## config.mk

```make
export PLATFORM = sky130hd
export DESIGN_NAME = dmem_store_buffer
export DESIGN_NICKNAME = d
export VERILOG_FILES = /design/src/rtl/dmem_store_buffer_pkg.sv /design/src/rtl/sb_fifo_mem.sv /design/src/rtl/dmem_store_buffer.sv
export SDC_FILE = /design/constraint.sdc
export NUM_CORES = 1
export LEC_CHECK = 0
export CAP_MARGIN = 10
export CORE_UTILIZATION = 60
export CTS_BUF_LIST = sky130_fd_sc_hd__clkbuf_8
export CTS_CLUSTER_DIAMETER = 120
export CTS_CLUSTER_SIZE = 14
export DETAILED_ROUTE_END_ITERATION = 16
export PLACE_DENSITY = 0.82
export SYNTH_ARGS = -nofsm -noshare
export SYNTH_HDL_FRONTEND = slang
export SYNTH_SLANG_ARGS = --single-unit
```

## constraint.sdc

```tcl
create_clock -name clk -period 8.25 [get_ports clk]
set_input_delay 1.2375 -clock clk [delete_from_list [all_inputs] [get_ports clk]]
set_output_delay 1.2375 -clock clk [all_outputs]
set_load 0.05 [all_outputs]
```

## src/rtl/dmem_store_buffer_pkg.sv

```systemverilog
// Shared word width, default buffer depth and drain-FSM encodings for the
// data-memory store buffer.
package dmem_store_buffer_pkg;

   localparam int WORD_WIDTH = 32;
   localparam int SB_DEPTH   = 4;

   typedef enum logic {
      SB_IDLE = 1'b0,
      SB_BUSY = 1'b1
   } sb_state_e;

endpackage

```

## src/rtl/sb_fifo_mem.sv

```systemverilog
// DEPTH-entry {addr, data} store FIFO. All entries and their valid bits are
// exposed so the parent can run a store-to-load forwarding match.
module sb_fifo_mem
   import dmem_store_buffer_pkg::*;
#(
   parameter int  W     = WORD_WIDTH,
   parameter int  DEPTH = SB_DEPTH,
   localparam int AW    = $clog2(DEPTH)
) (
   input  logic                    clk,
   input  logic                    rst,
   input  logic                    i_push,
   input  logic [W-1:0]            i_push_addr,
   input  logic [W-1:0]            i_push_data,
   input  logic                    i_pop,
   output logic [W-1:0]            o_head_addr,
   output logic [W-1:0]            o_head_data,
   output logic [DEPTH-1:0][W-1:0] o_ent_addr,
   output logic [DEPTH-1:0][W-1:0] o_ent_data,
   output logic [DEPTH-1:0]        o_ent_valid,
   output logic [AW-1:0]           o_tail,
   output logic [AW:0]             o_count
);

   localparam logic [AW:0] FULL_COUNT = (AW+1)'(DEPTH);

   logic [AW-1:0]            r_head;
   logic [AW-1:0]            r_tail;
   logic [AW:0]              r_count;
   logic [DEPTH-1:0][W-1:0]  r_addr;
   logic [DEPTH-1:0][W-1:0]  r_data;
   logic [DEPTH-1:0]         r_valid;
   logic                     w_push;
   logic                     w_pop;

   assign w_push = i_push & (r_count != FULL_COUNT);
   assign w_pop  = i_pop & (r_count != {(AW+1){1'b0}});

   // Entry storage, pointers, occupancy and per-slot valid bits.
   always_ff @(posedge clk or negedge rst) begin
      if (!rst) begin
         r_head  <= '0;
         r_tail  <= '0;
         r_count <= '0;
         r_addr  <= '0;
         r_data  <= '0;
         r_valid <= '0;
      end else begin
         if (w_push) begin
            r_addr[r_tail]  <= i_push_addr;
            r_data[r_tail]  <= i_push_data;
            r_valid[r_tail] <= 1'b1;
            r_tail          <= r_tail + AW'(1'b1);
         end
         // Push and pop never target the same slot: that needs count 0 or DEPTH.
         if (w_pop) begin
            r_valid[r_head] <= 1'b0;
            r_head          <= r_head + AW'(1'b1);
         end
         case ({w_push, w_pop})
            2'b10:   r_count <= r_count + (AW+1)'(1'b1);
            2'b01:   r_count <= r_count - (AW+1)'(1'b1);
            default: r_count <= r_count;
         endcase
      end
   end

   assign o_head_addr = r_addr[r_head];
   assign o_head_data = r_data[r_head];
   assign o_ent_addr  = r_addr;
   assign o_ent_data  = r_data;
   assign o_ent_valid = r_valid;
   assign o_tail      = r_tail;
   assign o_count     = r_count;

endmodule

```

## src/rtl/dmem_store_buffer.sv

```systemverilog
// Store buffer between the core's load/store port and a slower data memory:
// single-cycle store accept, req/ack drain, combinational forwarding loads.
module dmem_store_buffer
   import dmem_store_buffer_pkg::*;
#(
   parameter int W     = WORD_WIDTH,
   parameter int DEPTH = SB_DEPTH
) (
   input  logic         clk,
   input  logic         rst,
   input  logic         store_en,
   input  logic [W-1:0] s_addr,
   input  logic [W-1:0] s_data,
   input  logic         load_en,
   input  logic [W-1:0] l_addr,
   output logic [W-1:0] l_data,
   output logic         stall,
   output logic         empty,
   output logic         mem_wr_req,
   output logic [W-1:0] mem_wr_addr,
   output logic [W-1:0] mem_wr_data,
   input  logic         mem_wr_ack,
   output logic [W-1:0] mem_rd_addr,
   input  logic [W-1:0] mem_rd_data
);

   localparam int          AW         = $clog2(DEPTH);
   localparam logic [AW:0] FULL_COUNT = (AW+1)'(DEPTH);

   sb_state_e               r_state;
   logic                    w_full;
   logic                    w_push;
   logic                    w_pop;
   logic [W-1:0]            w_head_addr;
   logic [W-1:0]            w_head_data;
   logic [DEPTH-1:0][W-1:0] w_ent_addr;
   logic [DEPTH-1:0][W-1:0] w_ent_data;
   logic [DEPTH-1:0]        w_ent_valid;
   logic [AW-1:0]           w_tail;
   logic [AW:0]             w_count;
   logic [AW-1:0]           w_idx;
   logic                    w_hit;
   logic [W-1:0]            w_fwd_data;

   sb_fifo_mem #(.W(W), .DEPTH(DEPTH)) u_fifo (
      .clk         (clk),
      .rst         (rst),
      .i_push      (w_push),
      .i_push_addr (s_addr),
      .i_push_data (s_data),
      .i_pop       (w_pop),
      .o_head_addr (w_head_addr),
      .o_head_data (w_head_data),
      .o_ent_addr  (w_ent_addr),
      .o_ent_data  (w_ent_data),
      .o_ent_valid (w_ent_valid),
      .o_tail      (w_tail),
      .o_count     (w_count)
   );

   // A pop in the same cycle does not free space for a refused store.
   assign w_full      = (w_count == FULL_COUNT);
   assign stall       = store_en & w_full;
   assign w_push      = store_en & ~w_full;
   assign w_pop       = (r_state == SB_BUSY) & mem_wr_ack;
   assign empty       = (w_count == {(AW+1){1'b0}}) & (r_state == SB_IDLE);
   assign mem_rd_addr = l_addr;

   // Drain FSM: the in-flight entry stays buffered until acknowledged.
   always_ff @(posedge clk or negedge rst) begin
      if (!rst) begin
         r_state     <= SB_IDLE;
         mem_wr_req  <= 1'b0;
         mem_wr_addr <= '0;
         mem_wr_data <= '0;
      end else begin
         case (r_state)
            SB_IDLE: begin
               if (w_count != {(AW+1){1'b0}}) begin
                  mem_wr_addr <= w_head_addr;
                  mem_wr_data <= w_head_data;
                  mem_wr_req  <= 1'b1;
                  r_state     <= SB_BUSY;
               end
            end
            SB_BUSY: begin
               if (mem_wr_ack) begin
                  mem_wr_req <= 1'b0;
                  r_state    <= SB_IDLE;
               end
            end
            default: begin
               mem_wr_req <= 1'b0;
               r_state    <= SB_IDLE;
            end
         endcase
      end
   end

   // Forwarding mux: scan from tail-1 (youngest) back, first match wins.
   always_comb begin
      w_hit      = 1'b0;
      w_fwd_data = '0;
      w_idx      = '0;
      for (int k = 0; k < DEPTH; k++) begin
         w_idx = w_tail - AW'(k + 1);
         if (!w_hit && w_ent_valid[w_idx] && (w_ent_addr[w_idx] == l_addr)) begin
            w_hit      = 1'b1;
            w_fwd_data = w_ent_data[w_idx];
         end else begin
            w_fwd_data = w_fwd_data;
         end
      end
      if (load_en && w_hit) begin
         l_data = w_fwd_data;
      end else begin
         l_data = mem_rd_data;
      end
   end

endmodule

```

## Word-level counts from Yosys, hierarchy flattened

Index checks and enable logic that the tools add are counted.

| word-level totals | value |
|---|---|
| bits in registers | 333 |
| bits in latches | 0 |
| RAM bits | 0 |
| ROM bits | 0 |
| input bits | 133 |
| output and inout port bits | 131 |
| logic and storage cells | 123 |
| memories kept | 0 |

| operators by class | value |
|---|---|
| $add $sub $neg | 7 |
| multiply operators | 0 |
| divide/modulo/power cells | 0 |
| order comparisons | 7 |
| equal/unequal tests | 10 |
| shift operators | 0 |
| muxes and demuxes | 54 |
| bitwise operators | 11 |
| reduce and logical (&&, ||, !) cells | 18 |

Operators by type and width:

| operator | count |
|---|---|
| 32-bit binary-select mux with 2-bit select | 10 |
| 32-bit two-way mux | 16 |
| 128-bit bitwise mux | 2 |
| 32-bit == test | 4 |
| 32-bit demux with 2-bit select | 1 |
| 2-bit by 3-bit less-than comparator with 1-bit output (second input constant) | 5 |
| 1-bit two-way mux | 14 |
| 1-bit logical AND | 10 |
| 1-bit binary-select mux with 2-bit select | 4 |
| 4-bit two-way mux | 2 |
| 1-bit bitwise AND | 6 |
| 3-bit case mux with 2 select lines | 1 |
| 2-bit by 1-bit adder with 2-bit output (second input constant) | 2 |
| 4-bit bitwise AND | 1 |
| 1-bit demux with 2-bit select | 2 |
| 2-bit by 1-bit >= comparator with 1-bit output (second input constant) | 2 |
| 4-bit inverter | 1 |
| 4-bit OR | 1 |
| 1-bit case mux with 2 select lines | 2 |
| 2-bit AND reduction | 2 |
| 2-bit subtractor (second input constant) | 2 |
| 3-bit by 1-bit adder with 3-bit output (second input constant) | 1 |
| 3-bit == test (second input constant) | 1 |
| 1-bit zero test | 3 |
| 11 further kinds | 12 |

## Longest topological paths before layout

Gate-level depths: netlist (run 1).

| depth | value |
|---|---|
| depth in word-level cells | 20 |
| gate-level depth with buffers | 25 |
| mapped depth without buffers | 11 |

## Modules after synthesis

From an unflattened synthesis (run 1), not the netlist that was laid out.

| second synthesis, totals | value |
|---|---|
| cells, all modules | 1,934 |
| area total of the unflattened synthesis | 23,794.1 um2 |

By module, submodules not included:

| module | times used | cells each | area an instance (um2) | seq. area each (um2) |
|---|---|---|---|---|
| dmem_store_buffer | 1 | 1,262 | 12,095.4 | 1,651.6 |
| sb_fifo_mem | 1 | 672 | 11,698.7 | 6,681.4 |

## Worst setup path before layout (run 1)

No wires, ideal clock.

| timing path | value |
|---|---|
| kind | flip-flop to output port |
| start point | reg u_fifo.r_tail[1] (netlist: u_fifo.o_tail[1]) |
| end point | out l_data[10] |
| data arrival time | 5.276 ns |
| data required time | 7.013 ns |
| slack | 1.736 ns |
| stages on the path, launching flop included | 25 |
| path buffers | 13 |
| cell sequence | dfrtp_1 -> buf_4 -> buf_6 -> buf_6 -> buf_6 -> buf_4 -> buf_4 -> buf_2 -> buf_1 -> inv_1 -> ha_1 -> buf_4 -> buf_4 -> buf_4 -> buf_2 -> mux2i_1 -> xnor2_1 -> a2111oi_0 -> o21ai_1 -> nor4_1 -> nand4b_1 -> buf_2 -> o311ai_0 -> o2bb2ai_1 -> mux2_2 |

| on the way | value |
|---|---|
| word-level cells in the longest chain between the ends | 20 |
| elaborated cells on any way between the ends | 51 |
| classes of those cells | add/sub: 3; eq/ne: 4; mux: 33; reduce/logical: 11 |

RTL lines:

| item | RTL line | RTL |
|---|---|---|
| start: declaration | sb_fifo_mem.sv:28 | `logic [AW-1:0] r_tail;` |
| start signal: assignment | sb_fifo_mem.sv:53 | `r_tail <= r_tail + AW'(1'b1);` |
| 2-bit by 1-bit subtractor with 2-bit output | dmem_store_buffer.sv:106 | `w_idx = w_tail - AW'(k + 1);` |
| 32-bit binary-select mux with 2-bit select | dmem_store_buffer.sv:107 | `if (!w_hit && w_ent_valid[w_idx] && (w_ent_addr[w_idx] == l_addr)) begin` |
| 32-bit two-way mux (not written as such) | dmem_store_buffer.sv:107 |  |
| 32-bit == test | dmem_store_buffer.sv:107 |  |
| 1-bit logical AND | dmem_store_buffer.sv:107 |  |
| 1-bit two-way mux | dmem_store_buffer.sv:107 |  |
| 1-bit zero test | dmem_store_buffer.sv:107 |  |
| 1-bit logical AND (2 in series) | dmem_store_buffer.sv:107 |  |
| 1-bit two-way mux | dmem_store_buffer.sv:107 |  |
| 1-bit zero test | dmem_store_buffer.sv:107 |  |
| 1-bit logical AND (2 in series) | dmem_store_buffer.sv:107 |  |
| 1-bit two-way mux | dmem_store_buffer.sv:107 |  |
| 1-bit zero test | dmem_store_buffer.sv:107 |  |
| 1-bit logical AND (2 in series) | dmem_store_buffer.sv:107 |  |
| 1-bit two-way mux | dmem_store_buffer.sv:107 |  |
| 1-bit logical AND | dmem_store_buffer.sv:114 | `if (load_en && w_hit) begin` |
| 32-bit two-way mux * | dmem_store_buffer.sv:114 |  |
| end: declaration | dmem_store_buffer.sv:16 | `output logic [W-1:0] l_data,` |

Mark *: on every way between the ends. The rest lies on a longest branch, timed or not. The select of a mux whose other input is x is not followed.

## Worst setup path after layout (run 1)

| timing path | value |
|---|---|
| start point | reg u_fifo.r_tail[0] (netlist: u_fifo.o_tail[0]) |
| end point | out l_data[6] |

The elaborated chain is that of the path after synthesis.

==> results.md, run 1 <==
* Layout area overhead at 11.6%
* Setup violations, final at 0
* CTS tree: done
* Cell Int Power at slightly above 7 mW
* Hold Crit Endpoint: mem_wr_data[27]$_DFFE_PN0P_
* Synth Area in Adders at 0.00545
* Switching Share at 0.438
* Min Tclk post-route at around 7.6 ns
* Post-CTS sizing at 0
* Synth Area in XOR/XNOR at 0.0407
* Reg clk slew, reported paths at ~0.09 ns
* Syn Inst Count at about 1800
* Flop pwr share at 0.293
* Hold Path Stages at 1
* Setup Buffers After CTS at 0
* DR WL/cell at 26.6 um
* Largest net degree at the start of global routing at around 140
* Slew @ Worst Pin at about 1.2 ns
* Routed via count at 17058
* Pwr dens at about 470 nW/um^2
* Worst Setup End Kind: output port
* Fraction of registers with async set/reset at 1.00
* Initial core utilization at 0.611
* # IOs at approximately 260
* Final Max Slew Viols at 0
* Post-DP HPWL at 44300 um
* Clock power share at 0.064
* Total GRT Usage at 0.320
* I/O Buffers at ~260
* DRC viols at 0
* # rows at 73
* Combinational Power Share at 0.643
* TNS Setup at 0 ns
* Clock Tree Buf Depth at 3
* Share of layout cells above drive strength 1 at 0.383
* Gr ovfl total at 0
* Vias in the first global route at between 15000 and 20000
* RR Endpoint: u_fifo.o_ent_data[116]$_DFFE_PN0P_
* Root Driver: clkbuf_8
* Worst r2r src: u_fifo.o_tail[0]$_DFFE_PN0P_
* First-pass GRT wire length at a little over 100000 um
* Worst R2R Setup Slack at between 5 and 6 ns
* Chip height at 203 um
* Synth Area per Inst at 13.5 sq um
* Post-Place Cells at 2423
* Status: completed
* Simple-gate share of the synthesized area at 0.0380
* Synth Net Count at roughly 2000
* TritonRoute pass-1 iters at 8
* Initial antenna violation count at 5
* Gpl congestion at roughly 1.0
* Crit start category: flop
* # clock sinks at between 300 and 400
* Die X at roughly 200 um
* Net count, final at between 2000 and 2500
* Leak pwr at 10.5 nW
* Crit Path Class: flop to output port
* Distinct cell type count after synthesis at 66
* Area fraction in compound gates after synthesis at 0.0527
* Ys Warns at 0
* Largest family of logic cells by synthesized area: multiplexers
* Slew headroom at 0.227
* Commonest non-fill, non-tap cell in the layout: mux2_2
* Critical path required time at between 7 and 8 ns
* Endpoints failing hold at 0
* CP max FO at 67
* Post-CTS Hold Buffers at 0
* Fmax at approximately 130 MHz
* Psw at 5.61 mW
* Sequential area share after synthesis at 0.343
* Mux cell area share after synthesis at 0.465
* Commonest non-fill, non-tap cells in the layout: 362 x mux2_2, 329 x dfrtp_1, 271 x mux4_2, 230 x clkdlybuf4s50_1, 96 x mux2i_1
* Unrepaired setup endpoints after global routing: no
* Reg2Reg Depth at 4
* Final ANT Viol Nets at 0
* Die ar. at between 40000 and 50000 sq um
* Drt via density at slightly below 7
* Max-cap violations at 0
* Worst skew pair latency at 0.63 ns
* Top FF cell, synth: dfrtp_1
* WL final at ~65000 um
* Arr. time, crit path at approximately 6.4 ns
* Post-synth EDFFs at 0
* Clock skew at 0.0278 ns
* Max rail drop VDD at ~350 uV
* Final non-filler cell total at between 2000 and 2500
* 1st-iter DRT viols at around 1300
* HP Class: flop to flop
* H-tree depth at 1
* #FFs+latches synth at approximately 330
* Core region area at about 40000 sq um
* Beginning of the worst hold path: mem_wr_data[27]$_DFFE_PN0P_
* TritonCTS buffer count at 27
* Period utilization at 0.926
* Mapped Area at roughly 24000 sq um
## sequential cells by signal, summed over array words and instances, names as in the netlist
register            flops
u_fifo.o_ent_valid      4
mem_wr_data            32
u_fifo.o_count          3
u_fifo.r_head           2
u_fifo.o_ent_data     128
u_fifo.o_ent_addr     128
mem_wr_req              1
mem_wr_addr            32
u_fifo.o_tail           2
r_state                 1
## synthesized netlist by cell type, types with 12 or more instances
| cell type | instances | area share |
|---|---|---|
| buf_1 | 23 | 0.0035 |
| inv_1 | 81 | 0.012 |
| nand3_1 | 35 | 0.0072 |
| mux2_2 | 362 | 0.17 |
| a21oi_1 | 25 | 0.0051 |
| xor2_1 | 42 | 0.015 |
| dfrtp_1 | 333 | 0.34 |
| o2bb2ai_1 | 35 | 0.013 |
| clkbuf_1 | 76 | 0.012 |
| o311ai_0 | 32 | 0.012 |
| or2_0 | 29 | 0.0075 |
| xnor2_1 | 71 | 0.026 |
| nor2_1 | 24 | 0.0037 |
| o21ai_0 | 12 | 0.0025 |
| buf_6 | 13 | 0.0060 |
| mux2i_1 | 96 | 0.040 |
| buf_2 | 34 | 0.0070 |
| mux4_2 | 271 | 0.25 |
| nand2_1 | 30 | 0.0046 |
| nor4_1 | 14 | 0.0036 |
| buf_4 | 43 | 0.013 |
## cell type report
class	count	area, sq um
Multi-Input combinational cell	1195	14700
Fill cell	2887	12700
Sequential cell	333	8350
Timing Repair Buffer	289	2770
Tap cell	525	657
Clock buffer	27	372
Inverter	81	304
Clock inverter	3	16.3
Antenna cell	3	7.51
## power groups by stage
stage	clock, mW	sequential [mW]	combinational, mW
2_1_floorplan	0	3.77	6.08
3_3_place_gp	0	3.61	8.07
3_5_place_dp	0	3.73	8.19
4_1_cts	0.850	3.70	8.22
5_1_grt	0.905	3.89	8.69
6_report	0.824	3.75	8.22
## critical path, cell delays in order, from the launching register on
cell       delay (ns)
dfrtp_4          0.75
buf_4            0.83
buf_4            0.73
mux4_2           0.60
xnor2_1          0.15
o2111a_1         0.15
and4_1           0.20
and2_1           0.38
nand4b_2         1.01
o2bb2ai_1        0.53
mux2_2           0.22
buf_4            0.19
## metrics by stage
stage	total power [mW]	setup WS, ns	cell area [sq um]	hold WS, ns	utilization
after floorplan	9.85	1.74	24300	0.482	-
after global placement	11.7	1.37	26800	0.490	0.672
after detailed placement	11.9	1.20	26800	0.495	0.672
after CTS	12.8	0.515	27100	0.516	0.682
after global routing	13.5	0.175	27100	0.527	0.682
final	12.8	0.614	27200	0.511	0.682
## per-layer routing
layer	GRT usage	routed length, um
met5	0	37
met4	0.108	2080
met3	0.0438	4480
met2	0.535	32500
met1	0.435	26300
## cells by family (layout without fill, tap and decap cells)
family / after synthesis / in the layout
and+or+nand+nor: 171 / 171
other: 0 / 3
xor gates and xnor gates: 113 / 113
muxes: 735 / 735
AOI/OAI and AO/OA: 166 / 166
adders and majority gates: 10 / 10
buffers and inverters: 273 / 400
DFF: 333 / 333
## worst max-delay path by stage
stage                  to  cells after the start                    startpoint  slack, ns
5_1_grt         l_data[6]                     11  u_fifo.o_tail[0]$_DFFE_PN0P_       0.17
3_5_place_dp    l_data[6]                     11  u_fifo.o_tail[0]$_DFFE_PN0P_       1.20
3_3_place_gp   l_data[31]                     14  u_fifo.o_tail[0]$_DFFE_PN0P_       1.37
6_report        l_data[6]                     11  u_fifo.o_tail[0]$_DFFE_PN0P_       0.61
2_1_floorplan  l_data[10]                     24  u_fifo.o_tail[1]$_DFFE_PN0P_       1.74
4_1_cts         l_data[6]                     11  u_fifo.o_tail[0]$_DFFE_PN0P_       0.52
Power figures use the tool's default switching activity.
==> inputs of run 2 (changes only) <==
- CAP_MARGIN: 10 -> 20
==> results.md, run 2 (synthesized netlist as in run 1, its figures left out) <==
* Status: completed
* Final non-filler cell total at approximately 2500
* Switching Share at 0.439
* # clock sinks at 333
* Clock Tree Buf Depth at 3
* Largest net degree at the start of global routing at roughly 140
* Initial core utilization at 0.611
* Max rail drop VDD at about 350 uV
* Final ANT Viol Nets at 0
* Arr. time, crit path at 6.31 ns
* Slew headroom at 0.247
* Core region area at around 40000 sq um
* Flop pwr share at 0.293
* GRT met1 Usage at 0.435
* Min Tclk post-route at 7.54 ns
* # IOs at 264
* Most frequent CP cell: buf_4
* 1st-iter DRT viols at about 1500
* Crit Path Class: flop to output port
* WL final at around 65000 um
* Max-cap violations at 0
* Slew @ Worst Pin at approximately 1.1 ns
* Net count, final at between 2000 and 2500
* Met3 Use GR at 0.0438
* H-tree depth at 1
* Worst R2R Setup Slack at between 5 and 6 ns
* Cell Chain, Critical Path: inv_1 -> ha_4 -> buf_4 -> mux2_2 -> a221oi_1 -> a21oi_1 -> nor4_1 -> and3_1 -> nand4b_1 -> buf_4 -> nand2_1 -> o31a_2 -> mux2_2 -> buf_4
* Grt peak-use layer: met2
* CTS tree: done
* First-pass GRT wire length at about 100000 um
* Final Cell Area at between 20000 and 30000 sq um
* Cell Int Power at roughly 7 mW
* Critical path required time at roughly 7 ns
* # rows at 73
* Total GRT Usage at 0.320
* Routed via count at 17004
* Clock skew at between 0.02 and 0.03 ns
* Psw at approximately 5.6 mW
* Unrepaired setup endpoints after global routing: no
* Commonest non-fill, non-tap cells in the layout: 362 x mux2_2, 329 x dfrtp_1, 271 x mux4_2, 230 x clkdlybuf4s50_1, 96 x mux2i_1
* Reg clk slew, reported paths at around 0.10 ns
* Leak pwr at approximately 11 nW
* TNS Setup at 0 ns
* Worst stage delay on the critical path at 0.85 ns
* Cell Area, Placed at 26800 sq um
* Die X at a little over 200 um
* Gpl congestion at ~1.0
* Period utilization at 0.914
* Root Driver: clkbuf_8
* Final Max Slew Viols at 0
* DR WL/cell at around 27 um
* Post-CTS Hold Buffers at 0
* Die ar. at 41300 sq um
* Clock power share at 0.065
* TritonCTS buffer count at 27
* Combinational Power Share at 0.642
* Post-DP HPWL at 44300 um
* Post-CTS sizing at 0
* I/O Buffers at ~260
* Drt via density at between 6 and 7
* Commonest non-fill, non-tap cell in the layout: mux2_2
* Gr ovfl total at 0
* Fmax at 133 MHz
* Endpoints failing hold at 0
* Initial antenna violation count at 5
* Crit start category: flop
* Vias in the first global route at around 17000
* Setup violations, final at 0
* Chip height at just over 200 um
* HP Class: flop to flop
* Pwr dens at between 400 and 500 nW/um^2
* Worst skew pair latency at 0.64 ns
* Setup Buffers After CTS at 0
* Layout area overhead at 11.8%
* DRC viols at 0
* CP max stage cell: ha_4
* Met2 global-route usage at 0.535
* TritonRoute pass-1 iters at 7
* Share of layout cells above drive strength 1 at 0.383
* Post-Place Cells at between 2000 and 2500
* Worst Setup End Kind: output port
* CP max FO at 53
-- run 2: cell count changes in the layout (fill, tap and decap cells not counted) --
| cell | before | now |
|---|---|---|
| buf_16 | 0 | 1 |
| buf_12 | 1 | 2 |
| diode_2 | 3 | 4 |
-- run 2: critical path: cells and delay by family (launching register included) --
family | cells | cell delay [ns]
and+or+nand+nor | 4 | 0.68
muxes | 2 | 0.82
DFF | 1 | 0.74
buffers and inverters | 4 | 1.12
AOI/OAI and AO/OA | 3 | 1.40
adders and majority gates | 1 | 0.85
-- run 2: routing by layer --
| metal | wire [um] | up-vias | part of all wire |
|---|---|---|---|
| met5 | 37 | - | 0.00057 |
| met4 | 2090 | 6 | 0.032 |
| met3 | 4790 | 127 | 0.073 |
| met2 | 32600 | 732 | 0.50 |
| met1 | 25900 | 8891 | 0.40 |
| li1 | - | 7248 | - |
-- run 2: final cells by class --
type,instances,area (sq um)
fill,2883,12600
timing repair buffer,291,2810
multi-input combinational,1195,14700
antenna,4,10.0
tap,525,657
sequential,333,8350
clock inverter,3,16.3
clock buffer,27,372
inverter,81,304
-- run 2: metrics by stage --
step	power (mW)	utilization	setup slack [ns]	hold slack, ns
finish	12.8	0.683	0.707	0.511
floorplan	9.85	-	1.74	0.482
CTS	12.8	0.682	0.515	0.516
detailed placement	11.9	0.672	1.20	0.495
global route	13.5	0.683	0.414	0.527
global placement	11.7	0.672	1.37	0.490
-- run 2: worst paths after layout --
check,start,end,depth (start not counted)
setup / recovery,u_fifo.o_tail[0]$_DFFE_PN0P_,l_data[11],14
hold / removal,mem_wr_data[27]$_DFFE_PN0P_,mem_wr_data[27]$_DFFE_PN0P_,1
setup reg to reg,u_fifo.o_tail[0]$_DFFE_PN0P_,u_fifo.o_ent_data[59]$_DFFE_PN0P_,5
hold reg to reg,mem_wr_data[27]$_DFFE_PN0P_,mem_wr_data[27]$_DFFE_PN0P_,1
max in group asynchronous,rst,mem_wr_data[7]$_DFFE_PN0P_,2
min in group asynchronous,rst,mem_wr_data[5]$_DFFE_PN0P_,1
-- run 2: power by group through the flow --
stage          registers [mW]  logic, mW  clock network [mW]
6_report                 3.75       8.22               0.827
5_1_grt                  3.89       8.69               0.904
4_1_cts                  3.70       8.22               0.850
3_5_place_dp             3.73       8.19                   0
3_3_place_gp             3.61       8.07                   0
2_1_floorplan            3.77       6.08                   0
